File: config.mk
export PLATFORM = sky130hd
export DESIGN_NAME = cpu_bus_if
export DESIGN_NICKNAME = d
export VERILOG_FILES = /design/src/rtl/cpu_bus_if.sv
export SDC_FILE = /design/constraint.sdc
export NUM_CORES = 1
export LEC_CHECK = 0
export ABC_AREA = 0
export BUFFER_PORTS_ARGS = -buffer_cell sky130_fd_sc_hd__buf_2
export CAP_MARGIN = 20
export CORE_ASPECT_RATIO = 2
export CORE_UTILIZATION = 40
export CTS_BUF_LIST = sky130_fd_sc_hd__clkbuf_8 sky130_fd_sc_hd__clkbuf_16
export DETAILED_ROUTE_END_ITERATION = 6
export PLACE_DENSITY = 0.75
export REMOVE_ABC_BUFFERS = 1
export SLEW_MARGIN = 10
export SYNTH_ARGS = -nofsm -noshare
export SYNTH_HDL_FRONTEND = slang
export SYNTH_SLANG_ARGS = --single-unit
export TNS_END_PERCENT = 100
File: constraint.sdc
create_clock -name clk -period 2.4 [get_ports clk]
set_clock_uncertainty 0.1 [all_clocks]
set_input_delay 0.24 -clock clk [delete_from_list [all_inputs] [get_ports clk]]
set_output_delay 0.24 -clock clk [all_outputs]
set_load 0.02 [all_outputs]
File: src/rtl/cpu_bus_if.sv
// ---------------------------------------------------------------------------
// cpu_bus_if -- memory/IO bus interface sitting directly behind the 65C02 core.
//
// Each core access is decoded into one of three regions (RAM, ROM, IO page).
// The block returns read data (cpu_di) and a combinational ready (cpu_rdy) to
// the core. It adds per-region wait states, and it runs a req/ack handshake
// towards slow IO peripherals.
//
// Optional feature: define BUS_TIMEOUT_EN to bound the IO handshake to
// TIMEOUT cycles. An expired handshake returns 8'hFF and sets the sticky
// bus_err flag. Without the macro, the handshake waits indefinitely and
// bus_err is tied low.
// ---------------------------------------------------------------------------
module cpu_bus_if #(
    parameter logic [7:0] IO_PAGE  = 8'hFE,
    parameter logic [3:0] ROM_HI   = 4'hF,
    parameter int         ROM_WAIT = 1,
    parameter int         RAM_WAIT = 0,
    parameter int         TIMEOUT  = 16
) (
    input  logic        clk,
    input  logic        RST,
    // core side
    input  logic [15:0] cpu_ad,
    input  logic [7:0]  cpu_do,
    input  logic        cpu_we,
    output logic [7:0]  cpu_di,
    output logic        cpu_rdy,
    // RAM side
    output logic [15:0] ram_addr,
    output logic        ram_we,
    output logic [7:0]  ram_wdata,
    input  logic [7:0]  ram_rdata,
    // ROM side
    output logic [11:0] rom_addr,
    input  logic [7:0]  rom_rdata,
    // IO side
    output logic [7:0]  io_addr,
    output logic [7:0]  io_wdata,
    output logic        io_we,
    output logic        io_req,
    input  logic        io_ack,
    input  logic [7:0]  io_rdata,
    output logic        bus_err
);

    typedef enum logic [1:0] {
        REG_RAM = 2'd0,
        REG_ROM = 2'd1,
        REG_IO  = 2'd2
    } region_t;

    typedef enum logic [1:0] {
        ST_IDLE    = 2'd0,
        ST_WAIT    = 2'd1,
        ST_IO_REQ  = 2'd2,
        ST_IO_DONE = 2'd3
    } state_t;

    localparam logic [3:0] ROM_W = 4'(ROM_WAIT);
    localparam logic [3:0] RAM_W = 4'(RAM_WAIT);

    region_t    region;
    region_t    rd_sel;
    logic [3:0] region_wait;
    state_t     state;
    state_t     next_state;
    logic [3:0] wcnt;
    logic [7:0] io_dreg;
    logic       io_timeout;

    // Memory ports are straight pass-throughs of the core bus.
    assign ram_addr  = cpu_ad;
    assign ram_wdata = cpu_do;
    assign rom_addr  = cpu_ad[11:0];

    // Address decode: the IO page wins over ROM, and everything else is RAM.
    always_comb begin
        // NOTE: every always_comb output gets a default first, so no path leaves it unassigned and infers a latch.
        region      = REG_RAM;
        region_wait = RAM_W;
        if (cpu_ad[15:8] == IO_PAGE) begin
            region      = REG_IO;
            region_wait = 4'd0;
        end else if (cpu_ad[15:12] == ROM_HI) begin
            region      = REG_ROM;
            region_wait = ROM_W;
        end
    end

    // State register.
    always_ff @(posedge clk or negedge RST) begin
        // NOTE: sequential state uses non-blocking (<=), so every register samples pre-edge values regardless of block order.
        if (!RST) begin
            state <= ST_IDLE;
        end else begin
            state <= next_state;
        end
    end

    // Next-state logic.
    always_comb begin
        next_state = state;
        unique case (state)
            ST_IDLE: begin
                if (region == REG_IO) begin
                    next_state = ST_IO_REQ;
                end else if (region_wait != 4'd0) begin
                    next_state = ST_WAIT;
                end
            end
            ST_WAIT: begin
                if (wcnt == 4'd0) begin
                    next_state = ST_IDLE;
                end
            end
            ST_IO_REQ: begin
                if (io_ack || io_timeout) begin
                    next_state = ST_IO_DONE;
                end
            end
            ST_IO_DONE: begin
                next_state = ST_IDLE;
            end
            default: next_state = ST_IDLE;
        endcase
    end

    // Output logic: the core is released on the cycle whose edge completes the access.
    always_comb begin
        cpu_rdy = 1'b0;
        unique case (state)
            ST_IDLE:    cpu_rdy = (region != REG_IO) && (region_wait == 4'd0);
            ST_WAIT:    cpu_rdy = (wcnt == 4'd0);
            ST_IO_REQ:  cpu_rdy = 1'b0;
            ST_IO_DONE: cpu_rdy = 1'b1;
            default:    cpu_rdy = 1'b0;
        endcase
    end

    // A RAM write commits only on the accepting edge, never during wait states.
    assign ram_we = cpu_we && cpu_rdy && (region == REG_RAM);

    // Wait-state counter: loaded with W-1 on leaving IDLE, then counted down to zero.
    always_ff @(posedge clk or negedge RST) begin
        if (!RST) begin
            wcnt <= 4'd0;
        end else if (state == ST_IDLE) begin
            if (next_state == ST_WAIT) begin
                wcnt <= region_wait - 4'd1;
            end
        end else if (state == ST_WAIT) begin
            if (wcnt != 4'd0) begin
                wcnt <= wcnt - 4'd1;
            end
        end
    end

    // IO request fields are captured once when the IO access is first seen.
    always_ff @(posedge clk or negedge RST) begin
        if (!RST) begin
            io_addr  <= 8'h00;
            io_wdata <= 8'h00;
            io_we    <= 1'b0;
        end else if ((state == ST_IDLE) && (region == REG_IO)) begin
            io_addr  <= cpu_ad[7:0];
            io_wdata <= cpu_do;
            io_we    <= cpu_we;
        end
    end

    // io_req is registered, so the peripheral sees a glitch-free request.
    always_ff @(posedge clk or negedge RST) begin
        if (!RST) begin
            io_req <= 1'b0;
        end else begin
            io_req <= (next_state == ST_IO_REQ);
        end
    end

    // IO read data holding register: filled on the ack of a read, forced to FF on a timeout.
    always_ff @(posedge clk or negedge RST) begin
        if (!RST) begin
            io_dreg <= 8'hFF;
        end else if (state == ST_IO_REQ) begin
            if (io_ack) begin
                if (!io_we) begin
                    io_dreg <= io_rdata;
                end
            end else if (io_timeout) begin
                io_dreg <= 8'hFF;
            end
        end
    end

    // Read-data source follows the region accepted at the last ready edge.
    always_ff @(posedge clk or negedge RST) begin
        if (!RST) begin
            rd_sel <= REG_IO;
        end else if (cpu_rdy) begin
            rd_sel <= region;
        end
    end

    // Read-data mux towards the core.
    always_comb begin
        cpu_di = io_dreg;
        unique case (rd_sel)
            REG_RAM: cpu_di = ram_rdata;
            REG_ROM: cpu_di = rom_rdata;
            default: cpu_di = io_dreg;
        endcase
    end

`ifdef BUS_TIMEOUT_EN
    localparam int TW = (TIMEOUT > 1) ? $clog2(TIMEOUT) : 1;

    logic [TW-1:0] tcnt;

    // An ack arriving on the expiry cycle takes priority over the timeout.
    assign io_timeout = (state == ST_IO_REQ) && (tcnt == '0) && !io_ack;

    // Handshake timeout counter: loaded on entry to IO_REQ, counts down while waiting.
    always_ff @(posedge clk or negedge RST) begin
        if (!RST) begin
            tcnt <= '0;
        end else if ((state == ST_IDLE) && (next_state == ST_IO_REQ)) begin
            tcnt <= TW'(TIMEOUT - 1);
        end else if ((state == ST_IO_REQ) && (tcnt != '0)) begin
            tcnt <= tcnt - TW'(1);
        end
    end

    // Sticky bus error: only reset clears it.
    always_ff @(posedge clk or negedge RST) begin
        if (!RST) begin
            bus_err <= 1'b0;
        end else if (io_timeout) begin
            bus_err <= 1'b1;
        end
    end
`else
    assign io_timeout = 1'b0;
    assign bus_err    = 1'b0;
`endif

endmodule

==> results.md, run 1 <==
- Status: finished clean
- R2R depth: 6
- Max cap viols: 0
- Final hold slack: 0.09412 ns
- CTS max path bufs: 2
- Fmax: 495.0 MHz
- Overflow after GRT: 0
- Die area: 0.005225 mm2
- Area Overhead vs Synth: 22.17%
- Mux share of post-synthesis cell area: 21.66%
- Post-route DRC violation count: 0
- CTS tree: done
- Final slew viol count: 0
- Dpl hpwl: 3.199 mm
- CTS Buf Count: 5
- # diodes: 0
- Final Hold Viols: 0
- Core Area: 0.004686 mm2
- CP Capture Type: primary output
- Largest family of logic cells by synthesized area: multiplexers
- I/O Buffers: 115
- Worst VDD drop: 0.4966 mV
- Register area share after synthesis: 43.77%
- Worst Path Max Fanout: 6
- Final ANT Viol Nets: 0
- Metal2 WL: 2.260 mm
- Die Width: 51.62 um
- Starting DRT DRC Count: 17
- Cell leakage power: 1.262 nW
- Reg-to-Reg End: wcnt[2]
- Post-Synth XOR/XNOR Area: 0%
- Wl on met1: 1.433 mm
- Drt via density: 4.745
- WP data arrival: 1.68 ns
- Final net count: 311
- Adder-cell share of the synthesized area: 0.6353%
- Clock sinks: 34
- Final wirelength: 3.984 mm
- Dpl ws: 0.5785 ns
- H-tree levels: 2
- Vias in the first global route: 1,333
- Routed length on met3: 221 um
- Crit Path Category: flop to primary output
- Top-Level Pins: 117
- Worst Path Required: 2.06 ns
- Dpl cell area: 0.002316 mm2
- Fraction of the mapped netlist area in compound gates: 5.591%
- DR top layer: met4
- Tcrit/Tclk final: 84.18%
- Hold path start: io_rdata[2]
- Mapped Area: 0.001969 mm2
- RSZ-0062 raised after global routing: no
- Post-Syn Area per Cell: 11.25 um2
- GR Util All Layers: 15.10%
- PD cells: 697.3 mW/mm2
- CTS clk-pin slew, worst paths: 0.07 ns
- Netlist cell types: 30
- Min-delay worst type: primary input to flop
- Critical Path Source Type: flop
- Initial antenna violation count: 0
- R2r startpoint: state[0]
- Post-Synth Simple-Gate Area: 11.88%
- Share of cells above drive strength 1: 62.93%
- Wirelength per Cell: 12.69 um
- Root Driver: clkbuf_8
- Final Cell Area: 0.002406 mm2
- Post_cts resized: 0
- Worst-Skew Late Latency: 0.27 ns
- Setup total negative slack: 0 ns
- Yosys warns: 0
- Number of setup violations in the final report: 0
- Initial core utilization: 42.03%
- First-pass GRT wire length: 5.913 mm
- Tmin final: 2.020 ns
- Setup slack, reg-to-reg: 0.60 ns
- Hold Crit Depth: 2
- Setup ws final: 0.3797 ns
- Measured slew at the worst slew-check pin: 0.7273 ns
- Hold Path Sink: io_dreg[2]
- Drt pass-1 iters: 4
- Largest net degree at the start of global routing: 35
- Post-Syn Instances: 175
- DIE HEIGHT: 101.2 um
- Via count: 1,490
- FP Rows: 35
- Post-CTS setup buffer count: 0
- RePlAce Congestion: 0.8283
- Synth Register Bits: 34
- Slew margin rel.: 51.51%
[layout by cell type, fill, tap and decap left out, drive strengths merged]
cell,count
nand4,1
dfrtp,25
a311oi,1
and2,2
mux2,26
nand2b,2
dlygate4sd3,1
ha,1
nor4,1
clkbuf,5
nor3b,2
nand3b,2
and4,1
o21ai,15
inv,5
a31oi,1
nand2,14
nor2,5
a21oi,4
mux2i,10
or2,1
buf,117
nand4b,1
nand3,4
nor3,2
dfstp,9
conb,1
[flip-flops by register name, summed over array words and instances (netlist names)]
name and cells:
io_addr 8, io_dreg 8, io_wdata 8, wcnt 4
rd_sel 2, state 2, io_req 1, io_we 1
[critical path: stages (launching register included)]
cell     delay [ns]
dfrtp_1        0.43
nor4_1         0.38
o21ai_0        0.28
nand2_1        0.15
buf_2          0.17
[layout make-up]
class                      instances  area (um2)
multi-input combinational         97       787.0
tap                               55       68.82
fill                             426        2280
clock buffer                       5       68.82
sequential                        34       862.1
clock inverter                     3       11.26
timing repair buffer             118       600.6
inverter                           2       7.507
[synth_stat cells, drive strengths merged]
cell type | count | area share [%]
a31oi | 1 | 0.32
nand2b | 2 | 0.64
nand3b | 2 | 0.76
nand3 | 4 | 1.0
and4 | 1 | 0.51
buf | 38 | 15
nor3 | 2 | 1.1
a21oi | 4 | 1.0
a311oi | 1 | 0.44
clkbuf | 4 | 0.76
inv | 2 | 0.38
ha | 1 | 0.64
dfrtp | 25 | 32
mux2i | 10 | 5.1
and2 | 2 | 0.64
nor3b | 2 | 1.0
nand2 | 14 | 2.7
nand4 | 1 | 0.64
dfstp | 9 | 12
nor4 | 1 | 0.32
mux2 | 26 | 17
conb | 1 | 0.19
nor2 | 5 | 0.95
or2 | 1 | 0.44
o21ai | 15 | 3.8
nand4b | 1 | 1.2
[worst max-delay path by stage]
stage | from | end | slack (ns) | depth (start not counted)
6_report | wcnt[0] | cpu_rdy | 0.38 | 4
5_1_grt | wcnt[0] | cpu_rdy | 0.20 | 4
4_1_cts | wcnt[0] | cpu_rdy | 0.36 | 4
3_5_place_dp | cpu_ad[14] | io_wdata[5] | 0.58 | 6
3_3_place_gp | cpu_ad[8] | io_wdata[5] | 0.63 | 6
2_1_floorplan | cpu_ad[8] | io_addr[0] | 0.53 | 4
[power breakdown]
part           leakage [nW]  internal [mW]  switching, mW
logic                 0.778          0.232          0.295
clock network        0.0519          0.193          0.187
registers             0.432          0.675         0.0959
[cells by family after synthesis]
group	count (synthesis)
other cells	1
flops	34
simple gates	38
mux	36
buf+inv	44
compound gates	21
fa+ha+maj	1
[stage by stage]
stage               utilization [%]  std cells  power, mW
floorplan                         -        133      1.060
global placement              49.43        305      1.283
detailed placement            49.43        305      1.313
CTS                           51.35        314      1.701
global route                  51.35        314      1.787
finish                        51.35        314      1.678
[timing repair]
item,in CTS,in global routing
hold buffers,1,0
hold endpoints to repair,25,0
endpoints found under the setup margin,0,0
[layer usage]
metal	up-vias	track usage (%)
li1	727	-
met1	700	15.96
met2	57	27.57
met3	6	3.604
met4	0	6.237
met5	-	0
(Power assumes the default switching activity.)
==> run 2: changes to the inputs <==
Clock period 2.4 ns to 1.97 ns, I/O delays scaled along.
==> run 2 against run 1 <==
Against the previous run:
- cell count grew 0.64%
- core utilization grew 0.96 points
- design area grew 1.9%
- critical endpoint is now ram_we
- sequential share of layout area shrank 0.66 points
- highest routed layer unchanged
- non-clock buffer count grew 2
- clock power grew 34%
- largest power group unchanged
==> results.md, run 2 (synthesis results as in run 1) <==
- Most frequent cells in the layout: buf_2 (115), dfrtp_1 (25), mux2_2 (17) (unchanged)
- GR Util All Layers: 15.07% (was 15.10%)
- Final net count: 313 (was 311)
- Measured slew at the worst slew-check pin: 0.7145 ns (was 0.7273 ns)
- Area Overhead vs Synth: 24.46% (was 22.17%)
- Number of setup violations in the final report: 0 (unchanged)
- Final ANT Viol Nets: 0 (unchanged)
- Top-Level Pins: 117 (unchanged)
- Die area: 0.005225 mm2 (unchanged)
- Initial core utilization: 42.03% (unchanged)
- Initial antenna violation count: 0 (unchanged)
- Cell leakage power: 1.276 nW (was 1.262 nW)
- I/O Buffers: 115 (unchanged)
- CTS max path bufs: 2 (unchanged)
- Max cap viols: 0 (unchanged)
- # diodes: 0 (unchanged)
- Drt pass-1 iters: 2 (was 4)
- Comb power frac: 32.4% (was 31.4%)
- Fmax: 560.4 MHz
- Core Area: 0.004686 mm2 (unchanged)
- Min-delay worst type: primary input to flop (unchanged)
- Worst VDD drop: 0.6066 mV (was 0.4966 mV)
- CTS Buf Count: 5 (unchanged)
- RSZ-0062 raised after global routing: no (unchanged)
- Tcrit/Tclk final: 90.58%
- Hold Crit Depth: 2 (unchanged)
- Worst Path Required: 1.67 ns (was 2.06 ns)
- Dpl ws: 0.2254 ns (was 0.5785 ns)
- Critical Path Source Type: flop (unchanged)
- Crit Path Category: flop to primary output (unchanged)
- Int Pwr: 1.401 mW (was 1.101 mW)
- Setup total negative slack: 0 ns (unchanged)
- RePlAce Congestion: 0.7350 (was 0.8283)
- PD cells: 861.7 mW/mm2 (was 697.3 mW/mm2)
- Drt via density: 4.690 (was 4.745)
- DIE HEIGHT: 101.2 um (unchanged)
- Slew margin rel.: 52.36% (was 51.51%)
- Fin cells: 316 (was 314)
- Die Width: 51.62 um (unchanged)
- Flop pwr share: 43.5% (was 46.0%)
- Dpl hpwl: 3.129 mm (was 3.199 mm)
- Power share of the clock group: 24.1% (was 22.6%)
- Commonest non-fill, non-tap cell in the layout: buf_2 (unchanged)
- WP data arrival: 1.49 ns (was 1.68 ns)
- Net Sw Frac: 33.67% (was 34.40%)
- CTS tree: done (unchanged)
- Overflow after GRT: 0 (unchanged)
- H-tree levels: 2 (unchanged)
- Post-route DRC violation count: 0 (unchanged)
- Switching pwr: 0.7112 mW (was 0.5773 mW)
- Wirelength per Cell: 12.25 um (was 12.69 um)
- Largest net degree at the start of global routing: 35 (unchanged)
- R2R depth: 6 (unchanged)
- Root Driver: clkbuf_8 (unchanged)
- CP Capture Type: primary output (unchanged)
- Share of cells above drive strength 1: 64.37% (was 62.93%)
- Top flop regs: io_addr (8), io_dreg (8), io_wdata (8) (unchanged)
- CTS clk-pin slew, worst paths: 0.07 ns (about the same)
- Worst-Skew Late Latency: 0.27 ns (about the same)
- Worst Path Max Fanout: 10 (was 6)
- Final slew viol count: 0 (unchanged)
- First-pass GRT wire length: 5.982 mm (was 5.913 mm)
- FP Rows: 35 (unchanged)
- Final Hold Viols: 0 (unchanged)
- Clock sinks: 34 (unchanged)
- Dpl cells: 307 (was 305)
- Vias in the first global route: 1,399 (was 1,333)
- Starting DRT DRC Count: 5 (was 17)
- Via count: 1,482 (was 1,490)
- Setup ws final: 0.1857 ns (was 0.3797 ns)
- Tmin final: 1.784 ns
- Status: finished clean (unchanged)
- Final wirelength: 3.872 mm (was 3.984 mm)
- Fin util: 52.31% (was 51.35%)
-- run 2: changes by cell type in the layout (fill, tap and decap cells not counted), sizes merged --
cell,change
inv,-2
clkbuf,+1
buf,+2
clkinv,+1
-- run 2: metrics by stage --
stage | total power, mW | cell area, um2 | hold WS, ns
after CTS | 2.129 | 2445 | 0.03933
final | 2.112 | 2451 | 0.04954
after detailed placement | 1.609 | 2344 | 0.2061
after global routing | 2.254 | 2451 | 0.04002
after floorplan | 1.291 | 1657 | -0.1986
after global placement | 1.587 | 2344 | 0.2044
-- run 2: routing by layer --
metal / up-vias / GRT usage, % / share of wire, %
li1: 737 / - / -
met1: 691 / 16.04 / 36
met2: 52 / 27.97 / 58
met3: 2 / 2.252 / 5.0
met4: 0 / 6.861 / 1.0
met5: - / 0 / 0
-- run 2: power groups by stage --
stage,Combinational (mW),Sequential (mW),Clock (mW)
2_1_floorplan,0.337,0.954,0
3_3_place_gp,0.668,0.919,0
3_5_place_dp,0.686,0.922,0
4_1_cts,0.688,0.912,0.530
5_1_grt,0.762,0.937,0.555
6_report,0.684,0.918,0.510
-- run 2: critical path, stage by stage, from the launching register on --
cell     delay [ns]
dfrtp_1        0.42
buf_4          0.18
nor3b_1        0.34
nor2_1         0.10
buf_2          0.17
-- run 2: final timing paths --
path / endpoint / slack (ns) / startpoint
max in group asynchronous: wcnt[1] / 0.90 / RST
min: io_dreg[7] / 0.05 / io_rdata[7]
min in group asynchronous: io_addr[6] / 0.41 / RST
max: ram_we / 0.19 / state[0]
max reg2reg: wcnt[2] / 0.23 / state[1]
min reg2reg: io_wdata[3] / 0.41 / io_wdata[3]
-- run 2: timing repair --
action	4_1_cts	5_1_grt
hold buffers	1	0
resized for setup	0	2
endpoints found under the setup margin	0	1
setup buffers	0	0
hold endpoints to repair	25	0
-- run 2: final cells by class --
cell class	count	area, um2
tap	55	68.82
clock inverter	2	8.758
clock buffer	6	82.58
timing repair buffer	120	628.1
inverter	2	7.507
sequential	34	862.1
fill	433	2235
multi-input combinational	97	793.3
==> run 3: changes to the inputs <==
Settings changed: RECOVER_POWER from default to 50.
==> run 3 against run 2 <==
Against the previous run:
- largest cell class unchanged
- highest routed layer unchanged
- largest power group unchanged
- sequential cell count is the same
- first-iteration DRC count stayed put
- core utilization decreased by 1.4 points
- global-route usage did not move
==> results.md, run 3 (synthesis results as in run 1) <==
- GR Util All Layers: 15.07% (unchanged)
- WP data arrival: 1.48 ns (was 1.49 ns)
- Fin util: 50.87% (was 52.31%)
- Area Overhead vs Synth: 21.03% (was 24.46%)
- Initial antenna violation count: 0 (unchanged)
- Crit Path Category: flop to primary output (unchanged)
- Worst-Skew Late Latency: 0.27 ns (about the same)
- RePlAce Congestion: 0.7350 (unchanged)
- CTS Buf Count: 5 (unchanged)
- CP Capture Type: primary output (unchanged)
- Commonest non-fill, non-tap cell in the layout: buf_2 (unchanged)
- DIE HEIGHT: 101.2 um (unchanged)
- Die Width: 51.62 um (unchanged)
- FP Rows: 35 (unchanged)
- Fmax: 561.2 MHz (was 560.4 MHz)
- Starting DRT DRC Count: 5 (unchanged)
- Critical Path Source Type: flop (unchanged)
- Share of cells above drive strength 1: 43.68% (was 64.37%)
- Largest net degree at the start of global routing: 35 (unchanged)
- Die area: 0.005225 mm2 (unchanged)
- Core Area: 0.004686 mm2 (unchanged)
- First-pass GRT wire length: 5.982 mm (unchanged)
- Overflow after GRT: 0 (unchanged)
- Final ANT Viol Nets: 0 (unchanged)
- Clock sinks: 34 (unchanged)
- Cell leakage power: 1.100 nW (was 1.276 nW)
- Measured slew at the worst slew-check pin: 0.7986 ns (was 0.7145 ns)
- FILL cells: 461 (was 433)
- Status: finished clean (unchanged)
- Post-CTS setup buffer count: 0 (unchanged)
- Tmin final: 1.782 ns (was 1.784 ns)
- Drt pass-1 iters: 2 (unchanged)
- H-tree levels: 2 (unchanged)
- Final slew viol count: 0 (unchanged)
- Worst Path Max Fanout: 6 (was 10)
- Slew margin rel.: 46.76% (was 52.36%)
- CTS tree: done (unchanged)
- Post-route DRC violation count: 0 (unchanged)
- Top-Level Pins: 117 (unchanged)
- Worst VDD drop: 0.5988 mV (was 0.6066 mV)
- Wirelength per Cell: 12.25 um (about the same)
- Top flop regs: io_addr (8), io_dreg (8), io_wdata (8) (unchanged)
- CTS max path bufs: 2 (unchanged)
- Number of setup violations in the final report: 0 (unchanged)
- Root Driver: clkbuf_8 (unchanged)
- Via count: 1,483 (was 1,482)
- Dpl hpwl: 3.129 mm (unchanged)
- Min-delay worst type: primary input to flop (unchanged)
- Tcrit/Tclk final: 90.46% (was 90.58%)
- RSZ-0062 raised after global routing: no (unchanged)
- Max cap viols: 0 (unchanged)
- I/O Buffers: 115 (unchanged)
- Most frequent cells in the layout: buf_2 (60), clkbuf_1 (54), dfrtp_1 (25) (was buf_2 (115), dfrtp_1 (25), mux2_2 (17))
- Initial core utilization: 42.03% (unchanged)
- Final wirelength: 3.870 mm (was 3.872 mm)
- CTS clk-pin slew, worst paths: 0.07 ns (about the same)
- Vias in the first global route: 1,399 (unchanged)
- Worst Path Required: 1.67 ns (about the same)
- Setup total negative slack: 0 ns (unchanged)
- Drt via density: 4.693 (was 4.690)
- Final net count: 313 (unchanged)
- # diodes: 0 (unchanged)
- PD cells: 878.7 mW/mm2 (was 861.7 mW/mm2)
- Final Hold Viols: 0 (unchanged)
run 3: layout make-up:
cell class / instances / area [um2] / share of cell area, %
clock buffer: 6 / 82.58 / 3.465
clock inverter: 2 / 8.758 / 0.3675
inverter: 2 / 7.507 / 0.3150
multi-input combinational: 97 / 793.3 / 33.28
sequential: 34 / 862.1 / 36.17
tap: 55 / 68.82 / 2.887
timing repair buffer: 120 / 560.5 / 23.52
run 3: where the power goes:
| part | internal (mW) | switching, mW |
|---|---|---|
| Combinational | 0.283 | 0.384 |
| Sequential | 0.823 | 0.0954 |
| Clock | 0.276 | 0.232 |
| Total | 1.38 | 0.712 |
run 3: per-stage QoR:
step | cells | setup WS [ns] | cell area (um2) | hold WS [ns] | power [mW]
global placement | 307 | 0.2563 | 2344 | 0.2044 | 1.587
global route | 316 | 0.04242 | 2384 | 0.04002 | 2.238
CTS | 316 | 0.02210 | 2445 | 0.03933 | 2.129
floorplan | 133 | 0.1467 | 1657 | -0.1986 | 1.291
detailed placement | 307 | 0.2254 | 2344 | 0.2061 | 1.609
finish | 316 | 0.1880 | 2384 | 0.04981 | 2.094
run 3: routing by layer:
layer | up-vias | part of all wire (%) | global-route usage (%)
met5 | - | 0 | 0
met2 | 52 | 58 | 27.97
li1 | 732 | - | -
met4 | 0 | 1.0 | 6.861
met3 | 2 | 4.9 | 2.252
met1 | 697 | 36 | 16.04
run 3: timing repair:
item	in CTS	in global routing
resized for setup	0	2
hold buffers	1	0
endpoints found under the hold margin	25	0
endpoints found under the setup margin	0	1
run 3: path summary, 6_finish.rpt:
kind | startpoint | slack, ns | depth (start not counted) | to
worst min register to register | io_wdata[3] | 0.41 | 1 | io_wdata[3]
min in group asynchronous | RST | 0.44 | 2 | io_addr[6]
worst max register to register | state[1] | 0.23 | 6 | wcnt[2]
worst min-delay path | io_rdata[7] | 0.05 | 2 | io_dreg[7]
worst max-delay path | wcnt[0] | 0.19 | 4 | cpu_rdy
max in group asynchronous | RST | 0.82 | 2 | wcnt[1]
run 3: critical path: stages, from the launching register on:
cell and delay, ns:
dfrtp_1 0.43, nor4_2 0.33, o21ai_1 0.18, nand2_1 0.11, buf_2 0.16
